[src/rtl/flux_rr_scheduler.sv]
// Round-robin flux scheduler with a per-flux burst lock, for FLUX-tagged multi-flux actors.
// Optional macro FLUX_SCHED_BLOCK_LOCK_EN: hold the lock until last[owner] instead of BURST.
module flux_rr_scheduler #(
    parameter  int FLUX      = 2,
    parameter  int BURST     = 4,
    localparam int TAG_WIDTH = (FLUX > 1) ? $clog2(FLUX) : 1,
    localparam int CNT_WIDTH = $clog2(BURST + 1)
) (
    input  logic                 clk,
    input  logic                 rst,
    input  logic [FLUX-1:0]      req,
    input  logic [FLUX-1:0]      last,
    input  logic                 fire,
    output logic [FLUX-1:0]      grant,
    output logic [TAG_WIDTH-1:0] tag,
    output logic                 valid,
    output logic                 locked
);

    typedef enum logic {
        ST_IDLE,
        ST_LOCKED
    } state_t;

    state_t               st, st_d;
    logic [TAG_WIDTH-1:0] owner, owner_d;
    logic [TAG_WIDTH-1:0] ptr, ptr_d;
    logic [CNT_WIDTH-1:0] cnt, cnt_d;

    logic [TAG_WIDTH-1:0] win;
    logic                 found;
    logic [TAG_WIDTH-1:0] tag_int;
    logic                 valid_int;
    logic                 release_cond;
    int                   idx;

    function automatic logic [TAG_WIDTH-1:0] next_index(input logic [TAG_WIDTH-1:0] v);
        if (int'(v) >= FLUX - 1) return '0;
        return v + TAG_WIDTH'(1);
    endfunction

    // Walk from the highest offset down so the request nearest ptr is written last and wins.
    // NOTE: every signal driven here gets a default first, so no path leaves one unassigned (no latch).
    always_comb begin
        win   = '0;
        found = 1'b0;
        idx   = 0;
        for (int i = FLUX - 1; i >= 0; i--) begin
            idx = int'(ptr) + i;
            if (idx >= FLUX) idx = idx - FLUX;
            if (req[idx]) begin
                win   = TAG_WIDTH'(idx);
                found = 1'b1;
            end
        end
    end

    always_comb begin
        valid_int = 1'b0;
        tag_int   = '0;
        if (st == ST_IDLE) begin
            valid_int = found;
            tag_int   = found ? win : '0;
        end else begin
            valid_int = req[owner];
            tag_int   = req[owner] ? owner : '0;
        end
    end

    // Outputs are gated by rst so they drop immediately on an asynchronous assertion.
    assign valid  = rst & valid_int;
    assign tag    = rst ? tag_int : '0;
    assign grant  = valid ? (FLUX'(1) << tag_int) : '0;
    assign locked = rst & (st == ST_LOCKED);

`ifdef FLUX_SCHED_BLOCK_LOCK_EN
    assign release_cond = last[owner];
`else
    assign release_cond = last[owner] || (cnt == CNT_WIDTH'(BURST - 1));
`endif

    always_comb begin
        st_d    = st;
        owner_d = owner;
        ptr_d   = ptr;
        cnt_d   = cnt;
        if (st == ST_IDLE) begin
            if (fire && valid_int) begin
                if (BURST == 1 || last[win]) begin
                    ptr_d = next_index(win);
                    cnt_d = '0;
                end else begin
                    st_d    = ST_LOCKED;
                    owner_d = win;
                    cnt_d   = CNT_WIDTH'(1);
                end
            end
        end else begin
            // A dropped owner request costs one bubble cycle, then the lock is released.
            if (!req[owner] || (fire && release_cond)) begin
                st_d  = ST_IDLE;
                ptr_d = next_index(owner);
                cnt_d = '0;
            end else if (fire) begin
`ifdef FLUX_SCHED_BLOCK_LOCK_EN
                cnt_d = (&cnt) ? cnt : cnt + CNT_WIDTH'(1);
`else
                cnt_d = cnt + CNT_WIDTH'(1);
`endif
            end
        end
    end

    // NOTE: state registers use non-blocking assignments so all of them update together at the edge.
    always_ff @(posedge clk or negedge rst) begin
        if (!rst) begin
            st    <= ST_IDLE;
            owner <= '0;
            ptr   <= '0;
            cnt   <= '0;
        end else begin
            st    <= st_d;
            owner <= owner_d;
            ptr   <= ptr_d;
            cnt   <= cnt_d;
        end
    end

    a_fire_needs_valid: assert property (@(posedge clk) disable iff (!rst) fire |-> valid);
    a_grant_onehot:     assert property (@(posedge clk) disable iff (!rst) $onehot0(grant));

endmodule
[config.mk]
export PLATFORM = sky130hd
export DESIGN_NAME = flux_rr_scheduler
export DESIGN_NICKNAME = d
export VERILOG_FILES = /design/src/rtl/flux_rr_scheduler.sv
export SDC_FILE = /design/constraint.sdc
export NUM_CORES = 1
export LEC_CHECK = 0
export CORE_AREA = 5 5 42 44
export DETAILED_ROUTE_END_ITERATION = 12
export DIE_AREA = 0 0 47 49
export PLACE_DENSITY = 0.62
export SLEW_MARGIN = 40
export SYNTH_ARGS = -nofsm -noshare
export SYNTH_HDL_FRONTEND = slang
export SYNTH_SLANG_ARGS = --single-unit
[constraint.sdc]
create_clock -name clk -period 4.3 [get_ports clk]
set_input_delay 0.43 -clock clk [delete_from_list [all_inputs] [get_ports clk]]
set_output_delay 0.43 -clock clk [all_outputs]
set_load 0.1 [all_outputs]
==> metrics.csv, run 1 <==
stage;metric;value;unit
placement;placer congestion estimate;0.709;
setup_path;crit path DAT;1930;ps
synthesis;Post-Synth Adder-Cell Area;0.0529;
synthesis;Post-Syn Area per Cell;9.10;um^2
grt;total grt overflow;0;
setup_path;Worst Setup End Kind;primary output;
clock_network;CTS tree;built;
synthesis;proportion of synthesized area in mux cells;0.0529;
placement;DP Worst Slack;1940;ps
route;Detail Route Antenna Nets;0;
clock_network;post-CTS setup buffer count;0;
final_layout;Util after Layout;0.423;
grt;All-Layer GR Usage;0.117;
final_layout;share of cells above drive strength 1;0.219;
synthesis;Synth async-reset ratio;1.00;
synthesis;Cell Area, Synth;473;um^2
floorplan;Rows;14;
clock_network;hold buffers post-CTS;0;
outcome;outcome;complete, no violations;
synthesis;Simple-Gate Fraction of Synth Area;0.183;
floorplan;Die X;47;um
setup_path;Startpoint Class;primary input;
sta;relative slew slack;0.675;
sta;RSZ-0062 raised after global routing;no;
floorplan;# IOs;12;
clock_network;worst skew pair latency;240;ps
floorplan;Initial Util;0.338;
grt;largest net degree at the start of global routing;14;
synthesis;Post-synth EDFFs;0;
setup_path;Worst EP required;3870;ps
final_layout;n_diodes;0;
clock_network;Max clock buf depth;2;
final_layout;Final Non-Filler Cells;80;
synthesis;largest family of logic cells by synthesized area;compound AO/OA/AOI/OAI gates;
pwr;Peak VDD IR;0.254;mV
synthesis;synthesis-stage register bit count;6;
final_layout;commonest non-fill, non-tap cells in the layout;dfrtp_1 (6), clkdlybuf4s50_1 (6), inv_1 (5), o21ai_0 (4), buf_2 (4);
setup_path;Setup CP Type;in2out;
pwr;Static Leak;0.257;nW
sta;Setup TNS;0;ps
synthesis;Syn Nets;61;
sta;Setup Viol. Count Final;0;
clock_network;CTS Buf Count;3;
flow_run;Max-Cap Viols;0;
grt;global-route wire length before repair;2010;um
placement;placed cell count;77;
clock_network;CTS sink count;6;
synthesis;Distinct cells, synth;31;
sta;final-report max-slew violation count;0;
sta;Tmin final;2360;ps
grt;vias in the first global route;428;
placement;Port Buffers;11;
grt;initial antenna violation count;0;
floorplan;Core Footprint;1400;um^2
sta;post-route setup slack;1940;ps
floorplan;DIE AREA;2300;um^2
synthesis;register area share after synthesis;0.317;
synthesis;Yosys warning total;0;
floorplan;Die Ht;49;um
sta;Fmax;424;MHz
worst_hold_path;hold crit path type;in2async;
clock_network;Worst-path clk slew;40;ps
final_layout;final-layout fill cell count;150;
final_layout;area grow syn2layout;25.4;%
clock_network;post-CTS resize count;0;
route;DR vias;463;
route;drt pass-1 iters;4;
route;Via density;5.79;
clock_network;H-Tree Level Count;1;
route;DRC viols;0;
setup_path;worst-path maximum fanout;8;
synthesis;Primary FF master, synth;dfrtp_1;
clock_network;Root Buffer;clkbuf_4;
route;initial DRC count;14;
sta;Final Cycle Share;0.548;
route;routed len/inst;13.6;um
sta;Post-Route Skew;0.550;ps
sta;Final Hold Viols;0;
synthesis;compound-gate portion of the synthesized area;0.333;
sta;worst-margin pin slew;490;ps
synthesis;Synth Instances;52;
placement;dpl hpwl;843;um
pwr;Power Density;483;nW/um^2
final_layout;fin nets;75;
synthesis;xor-xnor portion of the synthesized cell area;0;
route;Routed WL;1090;um
pwr;Tot Pwr;0.286;mW
flip-flops by register name, summed over array words and instances (netlist names):
name   count
owner      1
ptr        1
st         1
cnt        3
kinds of logic after synthesis:
group                      Yosys count
AOI/OAI and AO/OA                   19
adders and majority gates            2
buffers and inverters                7
DFF                                  6
muxes                                2
and+or+nand+nor                     16
cells in the mapped netlist (2+ instances only):
library cell,n,area [um^2]
nor2_1,3,11.3
nand3_1,2,10.0
o2111a_1,2,22.5
o22ai_1,2,12.5
dfrtp_1,6,150
o21ai_0,4,20.0
inv_1,5,18.8
buf_2,2,10.0
ha_1,2,25.0
nand2_1,3,11.3
power breakdown:
group | leakage, nW | internal [mW] | switching [mW]
registers | 0.0767 | 0.0723 | 0.0225
clock network | 0.0138 | 0.0315 | 0.0198
logic | 0.167 | 0.0496 | 0.0906
total | 0.257 | 0.153 | 0.133
through the flow:
| stage | hold slack [ps] | cell area [um^2] |
|---|---|---|
| floorplan | 134 | 473 |
| global placement | 501 | 591 |
| detailed placement | 524 | 571 |
| CTS | 486 | 593 |
| global route | 507 | 593 |
| finish | 485 | 593 |
worst paths after layout:
path / slack [ps] / end / startpoint / cells after the start
setup / recovery: 1940 / grant[0] / req[0] / 4
hold / removal: 480 / cnt[1] / rst / 1
setup reg to reg: 2790 / cnt[0] / cnt[0] / 6
hold reg to reg: 530 / ptr / ptr / 1
max in group asynchronous: 3530 / owner / rst / 1
min in group clk: 530 / ptr / ptr / 1
layer usage:
metal	track usage	routed length, um	vias to the layer above
li1	-	-	223
met1	0.159	480	224
met2	0.170	515	14
met3	0.0148	76	2
met4	0.0691	16	0
met5	0	0	-
worst max-delay path: stages:
cell,delay (ps)
clkdlybuf4s50_1,630
a21boi_0,270
o211a_1,180
buf_2,410
cell type report:
cell class / instances / area (um^2) / share of cell area
well taps: 16 / 20.0 / 0.0338
multi-input cells: 39 / 294 / 0.496
flip-flops and latches: 6 / 150 / 0.253
repair buffers: 11 / 87.6 / 0.148
clock buffers: 3 / 22.5 / 0.0380
inverters: 5 / 18.8 / 0.0316
No activity file was read; power rests on OpenSTA's default activity.
==> inputs of run 2 (changes only) <==
PLACE_DENSITY = 0.64   (was 0.62)
clock period = 2 ns   (was 4.3 ns; I/O delays follow)
==> run 2 against run 1 <==
Sequential share of layout area is 3.3 points lower. Critical path depth stayed put. Total power is 130% higher. First-iteration DRC count is 86% lower. Register-to-register slack worse by 2300 ps. Cell area is 15% higher. Non-clock buffer count is 2 higher. Count of clock-buffer cells in the layout stayed put. Die area stayed put. Worst hold slack worse by 300 ps.
==> metrics.csv, run 2 (synthesis results as in run 1) <==
stage;metric;value;unit
floorplan;Rows;14;
setup_path;Startpoint Class;primary input;
placement;placer congestion estimate;0.737;
setup_path;CP Cell Sequence;clkdlybuf4s50_1, a21boi_0, o221a_2, buf_12;
final_layout;n_diodes;0;
sta;Tmin final;1740;ps
floorplan;Core Footprint;1400;um^2
pwr;Psw;0.285;mW
pwr;Static Leak;0.285;nW
sta;final-report max-slew violation count;0;
final_layout;Design Area, Final;681;um^2
route;wire length on met3;43;um
clock_network;CTS Buf Count;3;
setup_path;cell at the slowest stage of the critical path;clkdlybuf4s50_1;
setup_path;worst-path maximum fanout;8;
setup_path;CP max stage delay;620;ps
sta;Post-Route Skew;3.70;ps
placement;dpl hpwl;828;um
clock_network;Root Buffer;clkbuf_4;
sta;Setup TNS;0;ps
floorplan;Initial Util;0.338;
pwr;Clock power frac;0.158;
final_layout;Final Non-Filler Cells;82;
sta;Final Cycle Share;0.868;
route;Routed WL;1040;um
setup_path;Setup CP Type;in2out;
sta;Setup Viol. Count Final;0;
grt;vias in the first global route;408;
clock_network;CTS sink count;6;
pwr;Power Density;966;nW/um^2
final_layout;Top reg by flops;cnt;
sta;WHS;180;ps
setup_path;reg-to-reg slack, setup;490;ps
sta;relative slew slack;0.729;
placement;DP Area;658;um^2
grt;All-Layer GR Usage;0.107;
clock_network;hold buffers post-CTS;0;
clock_network;post-CTS resize count;0;
pwr;share of power burned in registers;0.310;
route;drt pass-1 iters;2;
pwr;combinational share of power;0.531;
setup_path;Worst Setup End Kind;primary output;
route;routed len/inst;12.7;um
final_layout;final-layout fill cell count;133;
sta;worst-margin pin slew;407;ps
setup_path;crit path DAT;1540;ps
route;Via density;5.17;
pwr;P_int;0.372;mW
grt;global-route wire length before repair;1780;um
route;DRC viols;0;
final_layout;share of cells above drive strength 1;0.242;
grt;largest net degree at the start of global routing;14;
clock_network;CTS tree;built;
final_layout;fin nets;77;
placement;Port Buffers;11;
final_layout;Reg area;150;um^2
floorplan;DIE AREA;2300;um^2
placement;DP Worst Slack;261;ps
sta;Fmax;576;MHz
final_layout;number of flip-flops in the largest register;3;
final_layout;area occupied by multi-input gates;294;um^2
placement;placed cell count;79;
final_layout;area grow syn2layout;43.9;%
route;Detail Route Antenna Nets;0;
clock_network;worst skew pair latency;240;ps
floorplan;# IOs;12;
final_layout;Util after Layout;0.486;
worst_hold_path;hold crit path type;in2async;
final_layout;commonest non-fill, non-tap cells in the layout;dfrtp_1 (6), clkdlybuf4s50_1 (6), inv_1 (5), buf_12 (5), o21ai_0 (4);
floorplan;Die X;47;um
route;metal2 WL;435;um
grt;initial antenna violation count;0;
outcome;outcome;complete, no violations;
floorplan;Die Ht;49;um
route;DR vias;424;
clock_network;Worst-path clk slew;40;ps
pwr;Peak VDD IR;0.510;mV
route;initial DRC count;2;
flow_run;Max-Cap Viols;0;
grt;total grt overflow;0;
sta;Final Hold Viols;0;
clock_network;post-CTS setup buffer count;0;
sta;RSZ-0062 raised after global routing;no;
clock_network;H-Tree Level Count;1;
route;WL met1;537;um
pwr;Tot Pwr;0.657;mW
sta;post-route setup slack;263;ps
clock_network;Max clock buf depth;2;
pwr;Net Sw Frac;0.433;
route;highest routed metal layer;met4;
setup_path;Worst EP required;1800;ps
-- run 2: changes by cell type in the layout (fill, tap and decap cells not counted), sizes merged --
cell	before	now
buf	5	7
-- run 2: cell type report --
| cell class | count | share of cell area |
|---|---|---|
| clock buffers | 3 | 0.0331 |
| inverters | 5 | 0.0276 |
| multi-input cells | 39 | 0.432 |
| flip-flops and latches | 6 | 0.221 |
| well taps | 16 | 0.0294 |
| repair buffers | 13 | 0.257 |
-- run 2: power groups by stage --
stage	sequential, mW	combinational, mW	clock (mW)
3_5_place_dp	0.205	0.349	0
4_1_cts	0.204	0.351	0.109
3_3_place_gp	0.206	0.350	0
2_1_floorplan	0.183	0.257	0
5_1_grt	0.211	0.372	0.123
6_report	0.204	0.349	0.104
-- run 2: final timing paths --
check                             from     end  cells after the start
worst max-delay path            req[0]   valid                      4
worst max register to register  cnt[0]  cnt[0]                      6
worst min-delay path               rst   owner                      1
worst min register to register     ptr     ptr                      1
max in group asynchronous          rst  cnt[1]                      2
min in group clk                   ptr     ptr                      1
-- run 2: worst max-delay path, delay by kind of cell --
family | cells | cell delay [ps]
buffers and inverters | 2 | 790
AOI/OAI and AO/OA | 2 | 540
-- run 2: metal layers --
| layer | global-route usage | up-vias |
|---|---|---|
| met4 | 0.0691 | 0 |
| met1 | 0.164 | 185 |
| li1 | - | 228 |
| met5 | 0 | - |
| met3 | 0.0221 | 4 |
| met2 | 0.129 | 7 |
